==> config.mk <==
export PLATFORM = sky130hd
export DESIGN_NAME = rps_round_master
export DESIGN_NICKNAME = d
export VERILOG_FILES = /design/src/rtl/rps_round_master.sv
export SDC_FILE = /design/constraint.sdc
export NUM_CORES = 1
export LEC_CHECK = 0
export CAP_MARGIN = 20
export CORE_MARGIN = 2
export CORE_UTILIZATION = 40
export DETAILED_ROUTE_END_ITERATION = 16
export PLACE_DENSITY = 0.78
export RECOVER_POWER = 25
export SLEW_MARGIN = 20
export SYNTH_ARGS = -nofsm -noshare
export SYNTH_HDL_FRONTEND = slang
export SYNTH_SLANG_ARGS = --single-unit
export TNS_END_PERCENT = 1
==> constraint.sdc <==
create_clock -name clk -period 5.1 [get_ports clk]
set_clock_uncertainty 0.15 [all_clocks]
set_input_delay 1.02 -clock clk [delete_from_list [all_inputs] [get_ports clk]]
set_output_delay 1.02 -clock clk [all_outputs]
set_load 0.01 [all_outputs]
==> src/rtl/rps_round_master.sv <==
// ---------------------------------------------------------------------------
// rps_round_master
//
// Round master for the stone-paper-scissors referee. Takes a human move and
// an asynchronous play button, supplies the opponent move, issues one start
// pulse per round, and samples the referee result a fixed number of cycles
// later. It also keeps the match score and declares a best-of-N match winner.
//
// Optional feature macro: RPS_LFSR_OPPONENT_EN
//   defined   : single-player build. The opponent move comes from an 8-bit
//               Fibonacci LFSR (taps 8,6,5,4, seed 8'hA5). p2_move is ignored.
//   undefined : two-player build. The opponent move is p2_move, captured at
//               the press.
//
// Parameters
//   WINS_TO_MATCH  round wins needed to take the match (1..7)
//   RESULT_LAT     cycles from the ref_start cycle to the ref_winner sample (>=1)
//
// Ports
//   clk           clock
//   rst_n         asynchronous active-low reset
//   play          asynchronous play button, active-high
//   p1_move[1:0]  human move (00 stone, 01 paper, 10 scissors, 11 invalid)
//   p2_move[1:0]  second-player move (two-player build only)
//   ref_winner    referee result (00 tie, 01 P1, 10 P2, 11 invalid)
//   ref_p1/ref_p2 moves presented to the referee, held until the next capture
//   ref_start     one-cycle start pulse to the referee
//   round_result  last sampled ref_winner
//   round_valid   one-cycle pulse when round_result updates
//   score_p1/p2   rounds won by each player
//   void_err      one-cycle pulse when a round returns 11
//   busy          high while a round is in flight
//   match_done    high from match completion until cleared by a press
//   match_winner  00 none, 01 P1, 10 P2
// ---------------------------------------------------------------------------
module rps_round_master #(
    parameter int WINS_TO_MATCH = 3,
    parameter int RESULT_LAT    = 2
) (
    input  logic       clk,
    input  logic       rst_n,
    input  logic       play,
    input  logic [1:0] p1_move,
    input  logic [1:0] p2_move,
    input  logic [1:0] ref_winner,
    output logic [1:0] ref_p1,
    output logic [1:0] ref_p2,
    output logic       ref_start,
    output logic [1:0] round_result,
    output logic       round_valid,
    output logic [2:0] score_p1,
    output logic [2:0] score_p2,
    output logic       void_err,
    output logic       busy,
    output logic       match_done,
    output logic [1:0] match_winner
);

    localparam logic [2:0] S_IDLE  = 3'd0;
    localparam logic [2:0] S_ISSUE = 3'd1;
    localparam logic [2:0] S_WAIT  = 3'd2;
    localparam logic [2:0] S_SCORE = 3'd3;
    localparam logic [2:0] S_DONE  = 3'd4;

    // Counter is at least one bit wide so RESULT_LAT=1 still builds.
    localparam int              CNT_W     = (RESULT_LAT > 1) ? $clog2(RESULT_LAT) : 1;
    localparam logic [CNT_W-1:0] CNT_LOAD = CNT_W'(RESULT_LAT - 1);
    localparam logic [2:0]      WIN_SCORE = 3'(WINS_TO_MATCH);

    logic [2:0]       state;
    logic [CNT_W-1:0] cnt;
    logic             play_meta;
    logic             play_sync;
    logic             play_prev;
    logic             play_rise;
    logic [1:0]       opp_move;

    // Two-flop synchroniser on the pad input, then a rising-edge detect.
    // NOTE: every clocked block uses non-blocking assignments and an async
    // active-low reset so all flops update together and clear without a clock.
    always_ff @(posedge clk or negedge rst_n) begin
        if (!rst_n) begin
            play_meta <= 1'b0;
            play_sync <= 1'b0;
            play_prev <= 1'b0;
        end else begin
            play_meta <= play;
            play_sync <= play_meta;
            play_prev <= play_sync;
        end
    end

    assign play_rise = play_sync & ~play_prev;

`ifdef RPS_LFSR_OPPONENT_EN
    logic [7:0] lfsr;
    logic       lfsr_fb;
    logic       unused_p2_move;

    // x^8 + x^6 + x^5 + x^4, shifting toward the MSB.
    assign lfsr_fb = lfsr[7] ^ lfsr[5] ^ lfsr[4] ^ lfsr[3];

    always_ff @(posedge clk or negedge rst_n) begin
        if (!rst_n) begin
            lfsr <= 8'hA5;
        end else begin
            lfsr <= {lfsr[6:0], lfsr_fb};
        end
    end

    // The LFSR can produce 11, which is not a legal move: fold it onto stone.
    assign opp_move       = (lfsr[1:0] == 2'b11) ? 2'b00 : lfsr[1:0];
    assign unused_p2_move = ^p2_move;
`else
    assign opp_move = p2_move;
`endif

    always_ff @(posedge clk or negedge rst_n) begin
        if (!rst_n) begin
            state        <= S_IDLE;
            cnt          <= '0;
            ref_p1       <= 2'b00;
            ref_p2       <= 2'b00;
            round_result <= 2'b00;
            score_p1     <= 3'd0;
            score_p2     <= 3'd0;
            match_winner <= 2'b00;
        end else begin
            case (state)
                S_IDLE: begin
                    if (play_rise) begin
                        ref_p1 <= p1_move;
                        ref_p2 <= opp_move;
                        state  <= S_ISSUE;
                    end
                end
                S_ISSUE: begin
                    cnt   <= CNT_LOAD;
                    state <= S_WAIT;
                end
                S_WAIT: begin
                    if (cnt == '0) begin
                        // Scores are updated together with the sample so that
                        // they are already current during the round_valid cycle.
                        round_result <= ref_winner;
                        if (ref_winner == 2'b01) score_p1 <= score_p1 + 3'd1;
                        if (ref_winner == 2'b10) score_p2 <= score_p2 + 3'd1;
                        state <= S_SCORE;
                    end else begin
                        cnt <= cnt - CNT_W'(1);
                    end
                end
                S_SCORE: begin
                    if (score_p1 == WIN_SCORE) begin
                        match_winner <= 2'b01;
                        state        <= S_DONE;
                    end else if (score_p2 == WIN_SCORE) begin
                        match_winner <= 2'b10;
                        state        <= S_DONE;
                    end else begin
                        state <= S_IDLE;
                    end
                end
                S_DONE: begin
                    // This press only clears the match; it does not start a round.
                    if (play_rise) begin
                        score_p1     <= 3'd0;
                        score_p2     <= 3'd0;
                        match_winner <= 2'b00;
                        state        <= S_IDLE;
                    end
                end
                default: state <= S_IDLE;
            endcase
        end
    end

    // Pulses and flags are decoded from the state register, so they fall
    // immediately when reset is asserted.
    assign ref_start   = (state == S_ISSUE);
    assign round_valid = (state == S_SCORE);
    assign void_err    = (state == S_SCORE) && (round_result == 2'b11);
    assign busy        = (state == S_ISSUE) || (state == S_WAIT) || (state == S_SCORE);
    assign match_done  = (state == S_DONE);

endmodule

==> results.sh <==
export IMPL_synth_warning_count=0
export IMPL_ant_nets=0
export IMPL_syn_instance_count=85
export IMPL_yosys_area_share_simple=0.1614
export IMPL_worstSkewPairLatency_ns=0.30
export IMPL_synth_compound_gate_area_share=0.08802
export IMPL_reg2reg_slack_ns=3.11
export IMPL_num_io_pins=28
export IMPL_gp_congestion=0.7648
export IMPL_fmax_ghz=0.3031
export IMPL_maxSlewViolCount=0
export IMPL_clk_pin_slew_ns=0.11
export IMPL_final_cells=142
export IMPL_coreArea_um2=2455
export IMPL_cts_sink_count=21
export IMPL_hold_buffers=0
export IMPL_vdd_drop_max_uv=344.0
export IMPL_fp_dieH_um=54.59
export IMPL_ys_ff_latch=21
export IMPL_p_leak_nw=0.5898
export IMPL_syn_area_um2=1023
export IMPL_antenna_cells=0
export IMPL_crit_fanout=11
export IMPL_multi_input_area_um2=451.7
export IMPL_register_area_um2=525.5
export IMPL_synth_top_family_by_area="simple AND/OR/NAND/NOR gates"
export IMPL_maxSlewHeadroom=0.3895
export IMPL_syn2layout_area_growth_pct=30.07
export IMPL_design_area_um2=1331
export IMPL_synth_top_cell_by_area="dfrtp_1"
export IMPL_tightest_slew_ns=0.9129
export IMPL_postPlaceCellArea_um2=1310
export IMPL_antenna_found_initial=0
export IMPL_cts_buffers=3
export IMPL_utilization=0.5423
export IMPL_htree_levels=1
export IMPL_root_buffer="clkbuf_4"
export IMPL_ys_seq_area_frac=0.5134
export IMPL_wl_per_cell_um=14.19
export IMPL_final_hold_viol_count=0
export IMPL_critPathLaunchType="flip-flop"
export IMPL_die_area_um2=2980
export IMPL_synth_fa_ha_area_frac=0.04890
export IMPL_critPathRequiredTime_ns=3.93
export IMPL_r2r_end="ref_p2[0]$_DFFE_PN0P_"
export IMPL_viasPerCell=4.937
export IMPL_placedCellCount=138
export IMPL_status="complete, no violations"
export IMPL_synth_cell_types=26
export IMPL_ff2ff_path_depth=2
export IMPL_initial_core_util=0.4169
export IMPL_firstDrtPassIters=4
export IMPL_drive_above_1_share=0.1518
export IMPL_cts_tree="yes"
export IMPL_postRouteWirelength_mm=2.015
export IMPL_die_w_um=54.59
export IMPL_yosysTopAreaCellShare=0.5134
export IMPL_min_from="play_meta$_DFF_PN0_"
export IMPL_synth_fp_nets=98
export IMPL_cap_violations=0
export IMPL_arrival_ns=2.13
export IMPL_finalCritPeriodShare=0.6470
export IMPL_hold_path_depth=0
export IMPL_cts_resized_gates=0
export IMPL_hpwl_mm=1.541
export IMPL_setup_violations=0
export IMPL_grt_pass1_wl_mm=3.008
export IMPL_portBuffers=27
export IMPL_grt_max_degree=22
export IMPL_layout_min_cycle_time_ns=3.300
export IMPL_synth_avg_cell_area_um2=12.04
export IMPL_startpoint="state[0]$_DFFE_PN0P_"
export IMPL_endpoint_kind="output port"
export IMPL_critPathKind="flip-flop to output port"
export IMPL_nets=126
export IMPL_num_fill_cells=216
export IMPL_postCtsSetupBuffers=0
export IMPL_rows=18
export IMPL_ys_top_cells_by_area="dfrtp_1, mux2_2, a221oi_4, ha_1, nor2_1"
export IMPL_synth_xor_area_frac=0.008557
export IMPL_whs_endpoint="play_sync$_DFF_PN0_"
export IMPL_vias=701
export IMPL_r2r_start="state[0]$_DFFE_PN0P_"
export IMPL_drt_iter0_drc=16
export IMPL_grt_usage=0.1521
export IMPL_grt_overflow_total=0
export IMPL_grt_pass1_vias=626
export IMPL_synthMuxAreaShare=0.1406
export IMPL_rsz0062_at_grt="false"
export IMPL_setup_tns_ns=0
export IMPL_hp_class="flip-flop to flip-flop"
export IMPL_drc_errors=0
export IMPL_cts_buffer_depth=2
export IMPL_powerDensity_nw_per_um2=620.4
-- layer usage --
metal  vias to the layer above  share of wire  GRT usage
met3                         4          0.032    0.02459
met5                         -              0          0
li1                        343              -          -
met4                         0          0.020    0.08750
met1                       335           0.48     0.2181
met2                        19           0.47     0.2163
-- Yosys cell counts --
cell type	instances
dfrtp_1	21
mux2_2	11
nor2_1	8
nand2_1	6
ha_1	4
inv_1	4
nand2b_1	4
o21ai_0	4
a221oi_4	2
buf_2	2
mux2i_1	2
nor2b_1	2
nor3_1	2
a22oi_1	1
a32o_1	1
and2_1	1
and3_1	1
and3b_1	1
buf_4	1
clkbuf_1	1
inv_2	1
nand4bb_1	1
nor4_2	1
or3b_1	1
or3b_4	1
xnor2_1	1
-- metrics by stage --
stage | power [mW] | hold slack [ns] | setup WS [ns]
5_1_grt | 0.8864 | 0.2250 | 1.697
2_1_floorplan | 0.5666 | 0.1812 | 2.762
3_5_place_dp | 0.7562 | 0.1903 | 2.193
3_3_place_gp | 0.7428 | 0.1844 | 2.266
4_1_cts | 0.8381 | 0.2175 | 1.848
6_report | 0.8260 | 0.2163 | 1.800
-- worst max-delay path, cell delays in order (launching register included) --
cell and delay, ns:
dfrtp_1 0.55, or3b_1 0.53, inv_1 0.19, clkdlybuf4s50_1 0.56
-- sequential cells by signal, summed over array words and instances, names as in the netlist --
register,cells
cnt,1
match_winner,2
play_meta,1
play_prev,1
play_sync,1
ref_p1,2
ref_p2,2
round_result,2
score_p1,3
score_p2,3
state,3
-- worst max path at each step --
stage / to / cells past startpoint / slack [ns]
6_report: match_done / 3 / 1.80
5_1_grt: match_done / 3 / 1.70
4_1_cts: match_done / 3 / 1.85
3_5_place_dp: match_done / 3 / 2.19
3_3_place_gp: match_done / 3 / 2.27
2_1_floorplan: void_err / 4 / 2.76
-- power breakdown --
part | switching [mW] | leakage (nW) | internal [mW] | total [mW]
clock network | 0.0509 | 0.0177 | 0.0292 | 0.0802
registers | 0.0754 | 0.253 | 0.239 | 0.314
logic | 0.175 | 0.319 | 0.257 | 0.432
total | 0.301 | 0.590 | 0.525 | 0.826
-- cells by family after synthesis --
| family | count (synthesis) |
|---|---|
| simple gates | 29 |
| flops | 21 |
| mux | 13 |
| buf+inv | 9 |
| compound gates | 8 |
| fa+ha+maj | 4 |
| xor+xnor | 1 |
-- placed cells by master, fill, tap and decap left out, types with 2 or more instances in the layout --
cell,count
nand2b_1,4
mux2_2,10
clkbuf_4,3
a221oi_4,2
nor3_1,2
nor2_1,8
dfrtp_1,21
mux2i_1,2
nand2_1,6
nor2b_1,2
inv_1,5
clkdlybuf4s50_1,26
o21ai_0,4
ha_1,4
-- area by class of cell --
cell class                 count  share of cell area
multi-input combinational     55              0.3393
tap                           30             0.02820
clock inverter                 1            0.003759
clock buffer                   3             0.01692
inverter                       5             0.01410
timing repair buffer          27              0.2030
sequential                    21              0.3947
No activity file was read; power rests on OpenSTA's default activity.
==> patch 1, RTL diff (same settings) <==
Set the parameter `RESULT_LAT` to 4 (it was 2).
--- a/src/rtl/rps_round_master.sv
+++ b/src/rtl/rps_round_master.sv
@@ -36,5 +36,5 @@
 module rps_round_master #(
     parameter int WINS_TO_MATCH = 3,
-    parameter int RESULT_LAT    = 2
+    parameter int RESULT_LAT    = 4
 ) (
     input  logic       clk,
Check against the original RTL: not equivalent (a bounded check fails within 10 cycles, from zero or initial values and one cycle with rst_n low).
==> patch 1 against the original RTL <==
Sequential cell count grew 1. Critical endpoint unchanged. Register-to-register slack is essentially flat. Highest routed layer unchanged. Global-route usage shrank 2.1 points. Cell area grew 11%. Total power grew 2.5%. Area after synthesis grew 13%. Routed wire length grew 1.5%. Setup slack lost 0.15 ns. Synthesized cell count grew 18%.
==> patch 1: results (changes against the original RTL) <==
stage	metric	value	unit	change
outcome	status	finished clean		
worst_setup_path	worst_ep_arrival_time	2.28	ns	+0.15 ns
placed_design	gp_congestion	0.7228		-5.5%
drt	drt_wl_total	2046	um	+1.5%
synth	syn-num-nets	115		+17%
clock_network	cts_setup_buffers	0		unchanged
clock_network	clkTransAtPathRegs	0.13	ns	+0.02 ns
timing	relSlewSlack	37.19	%	-1.8 points
synth	syn_area_per_cell	11.55	um^2	-4.1%
synth	synth_cell_types	30		+15%
worst_setup_path	rr_endpoint	score_p1[0]		
clock_network	root_buffer	clkbuf_4		
worst_setup_path	reg2reg_depth	4		+2
grt	grt_max_degree	23		+4.5%
placed_design	hpwl	1628	um	+5.6%
clock_network	cts-resized-gates	0		unchanged
finish	layout.nets	142		+13%
synth	netlist_top_cells_area	dfrtp_1 (48%), ha_1 (6.5%), mux2_4 (5.2%), o32ai_4 (4.8%), nor2_1 (4.2%)		
worst_setup_path	r2r_start	state[1]		
power	max-vdd-ir-drop	0.0003676	V	+6.9%
power	leakage	0.6524	nW	+11%
synth	seq_area_frac_synth	47.67	%	-3.7 points
min_path	min_path_type	flop to flop		
drt	vias	787		+12%
timing	fin_hold_ws	0.2122	ns	-0.004064 ns
grt	grt_usage	13.08	%	-2.1 points
placed_design	dpl-instance-area	1425	um^2	+8.8%
clock_network	cts_max_level	1		unchanged
drt	drc	0		unchanged
placed_design	dpl.cell_count	153		+11%
drt	drtIter0Drc	7		-9
min_path	min_to	play_sync		
grt	antenna_found_initial	0		unchanged
synth	synth_common_cells	dfrtp_1 (22), nor2_1 (13), inv_1 (10)		
placed_design	port_buffers	27		unchanged
drt	wl_per_cell	13.03	um	-8.2%
worst_setup_path	r2r_slack	3.12	ns	about the same
clock_network	clk_latency	0.31	ns	
finish	drive_above_1_share	12.70	%	-2.5 points
worst_setup_path	crit_fanout	14		+3
grt	grt_pass1_wl	3429	um	+14%
==> patch 1: changes by cell type in the layout (fill, tap and decap cells not counted), moves of 4 or more <==
cell      before  now
nand2b_1       4    0
nor2_1         8   13
mux2_2        10    4
inv_1          5   11
mux2_4         0    4
==> patch 1: final cells by class <==
class	instances	area, um^2
Multi-Input combinational cell	62	524.3
Timing Repair Buffer	27	270.3
Clock inverter	1	30.03
Fill cell	230	1280
Sequential cell	22	550.5
Tap cell	31	38.79
Clock buffer	3	22.52
Inverter	11	41.29
==> patch 1: worst max-delay path: stages (launching register included) <==
cell and delay, ns:
dfrtp_1 0.56, or3b_1 0.60, inv_1 0.23, clkdlybuf4s50_1 0.58
==> patch 1: cell families after synthesis <==
group	after synthesis	share of synthesized area, %
compound gates	14	11.70
xor+xnor	1	0.7585
fa+ha+maj	6	6.500
buf+inv	16	6.933
flops	22	47.67
mux	10	10.83
simple gates	31	15.60
==> patch 1: worst max path at each step <==
stage | slack (ns) | depth (start not counted) | to | start
6_report | 1.65 | 3 | match_done | state[1]
5_1_grt | 1.51 | 3 | match_done | state[1]
4_1_cts | 1.70 | 3 | match_done | state[1]
3_5_place_dp | 2.07 | 3 | match_done | state[1]
3_3_place_gp | 2.10 | 3 | match_done | state[1]
2_1_floorplan | 2.82 | 4 | match_done | state[0]
==> patch 1: report_power, final <==
| group | switching [W] | internal, W | total [W] |
|---|---|---|---|
| registers | 0.0000713 | 0.000241 | 0.000313 |
| logic | 0.000166 | 0.000234 | 0.000401 |
| clock network | 0.0000537 | 0.0000795 | 0.000133 |
| total | 0.000291 | 0.000555 | 0.000847 |
==> patch 1: per-stage QoR <==
| stage | total power, W | worst slack, ns | util (%) |
|---|---|---|---|
| 2_1_floorplan | 0.0005556 | 2.818 | - |
| 3_3_place_gp | 0.0007079 | 2.104 | 51.68 |
| 3_5_place_dp | 0.0007248 | 2.072 | 51.68 |
| 4_1_cts | 0.0008568 | 1.704 | 53.58 |
| 5_1_grt | 0.0009114 | 1.506 | 53.58 |
| 6_report | 0.0008466 | 1.651 | 53.58 |
==> patch 1: metal layers <==
| metal | share of wire, % | GRT usage (%) | vias to the layer above |
|---|---|---|---|
| li1 | - | - | 391 |
| met1 | 41 | 15.51 | 380 |
| met2 | 55 | 24.03 | 14 |
| met3 | 3.5 | 2.232 | 2 |
| met4 | 1.0 | 3.987 | 0 |
| met5 | 0 | 0 | - |
==> patch 2, RTL diff (config.mk and constraints unchanged) <==
Made on the original files. Put a register stage on the outputs `ref_start`, `round_valid`, `void_err`, `busy` and `match_done`, with the module's reset. The values now appear one clock later. The other outputs are not delayed to match. Comments in the files are not updated.
--- a/src/rtl/rps_round_master.sv
+++ b/src/rtl/rps_round_master.sv
@@ -178,9 +178,19 @@
     // Pulses and flags are decoded from the state register, so they fall
     // immediately when reset is asserted.
-    assign ref_start   = (state == S_ISSUE);
-    assign round_valid = (state == S_SCORE);
-    assign void_err    = (state == S_SCORE) && (round_result == 2'b11);
-    assign busy        = (state == S_ISSUE) || (state == S_WAIT) || (state == S_SCORE);
-    assign match_done  = (state == S_DONE);
+    always_ff @(posedge clk or negedge rst_n) begin
+        if (!rst_n) begin
+            ref_start   <= '0;
+            round_valid <= '0;
+            void_err    <= '0;
+            busy        <= '0;
+            match_done  <= '0;
+        end else begin
+            ref_start   <= (state == S_ISSUE);
+            round_valid <= (state == S_SCORE);
+            void_err    <= (state == S_SCORE) && (round_result == 2'b11);
+            busy        <= (state == S_ISSUE) || (state == S_WAIT) || (state == S_SCORE);
+            match_done  <= (state == S_DONE);
+        end
+    end
 
 endmodule
Check against the original RTL: not equivalent (Yosys sat finds a counterexample within 4 cycles, from zero or initial values and one cycle with rst_n low).
==> patch 2 against the original RTL <==
Worst hold slack gained 0.023 ns. Combinational power shrank 19%. Fmax grew 33%. Routed wire length grew 4.3%. Sequential cell count grew 5. Area after synthesis grew 10%. Cell area grew 8.6%. Setup slack gained 0.82 ns. Total power grew 3.1%. Largest power group is now sequential cells.
==> patch 2: results (changes against the original RTL) <==
stage	metric	value	unit	change
timing	relSlewSlack	11.78	%	-27 points
clock_network	clkTransAtPathRegs	0.15	ns	+0.04 ns
min_path	worstHoldStart	play_meta		
worst_setup_path	r2r_start	state[0]		
clock_network	cts_setup_buffers	0		unchanged
power	switching_power	0.0002784	W	-7.5%
grt	use_met1	17.24	%	-4.6 points
finish	fillers	239		+11%
drt	wl_per_cell	14.69	um	+3.5%
outcome	status	finished clean		
worst_setup_path	r2r_slack	3.26	ns	+0.15 ns
placed_design	hpwl	1551	um	+0.62%
worst_setup_path	critPathMaxStageDelay	0.58	ns	+0.02 ns
drt	drtIter0Drc	12		-4
placed_design	gp_congestion	0.7428		-2.9%
clock_network	clk_latency	0.33	ns	+0.03 ns
power	pwr-share-clk	16.8	%	+7.1 points
grt	met2_usage	24.63	%	+3.0 points
drt	dr_wl_met3	47	um	-27%
worst_setup_path	worst_ep_arrival_time	1.31	ns	-0.82 ns
drt	route.met2.wl	1101	um	+16%
grt	met3_usage	2.268	%	-0.19 points
drt	wl_met1	925	um	-3.5%
drt	vias	737		+5.1%
grt	grt_usage	13.94	%	-1.3 points
power	leakage	0.6522	nW	+11%
worst_setup_path	crit_fanout	3		-8
synth	synth_common_cells	dfrtp_1 (26), mux2_2 (9), inv_1 (7)		
worst_setup_path	rr_endpoint	score_p1[0]		
grt	grt_max_degree	27		+23%
synth	netlist_top_cells_area	dfrtp_1 (58%), mux2_2 (9.0%), ha_1 (4.4%), a22o_1 (3.9%), buf_6 (3.0%)		
synth	seq_area_frac_synth	57.59	%	+6.2 points
synth	synth_cell_types	27		+3.8%
grt	grt_pass1_vias	750		+20%
worst_setup_path	reg2reg_depth	3		+1
power	p_comb_share	40.8	%	-12 points
## patch 2: cell count changes in the layout (fill, tap and decap cells not counted), moves of 3 or more
cell | unedited run | this run
nand2_1 | 6 | 2
nor2_1 | 8 | 4
a22o_1 | 0 | 5
dfrtp_1 | 21 | 26
nand2b_1 | 4 | 1
## patch 2: worst max-delay path by stage
stage	end	slack [ns]	start	cells past startpoint
2_1_floorplan	score_p2[0]	3.37	ref_winner[0]	3
3_3_place_gp	ref_start	2.60	rst_n	1
3_5_place_dp	busy	2.52	rst_n	1
4_1_cts	score_p2[1]	2.61	score_p2[1]	1
5_1_grt	score_p2[2]	2.58	score_p2[2]	1
6_report	score_p2[1]	2.62	score_p2[1]	1
## patch 2: through the flow
stage	hold WS (ns)	area [um^2]	instances	power, W	setup slack (ns)
2_1_floorplan	0.1812	1130	85	0.0005600	3.365
3_3_place_gp	0.1865	1400	139	0.0006986	2.595
3_5_place_dp	0.1941	1400	139	0.0007180	2.517
4_1_cts	0.2392	1453	143	0.0008592	2.606
5_1_grt	0.2586	1446	143	0.0008976	2.576
6_report	0.2392	1446	143	0.0008516	2.618
## patch 2: cells by family after synthesis
logic type,share of synthesized area (%)
AND/OR/NAND/NOR,11.52
buffers and inverters,5.758
flip-flops,57.59
multiplexers,8.970
AO/OA/AOI/OAI,10.96
XOR/XNOR,0.7753
adder cells (fa/ha/maj),4.430
## patch 2: cell type report
class	count	area [um^2]	share of cell area, %
Multi-Input combinational cell	48	414.1	28.63
Sequential cell	26	650.6	44.98
Clock buffer	3	22.52	1.557
Tap cell	31	38.79	2.682
Clock inverter	1	30.03	2.076
Timing Repair Buffer	27	264.0	18.25
Inverter	7	26.28	1.817
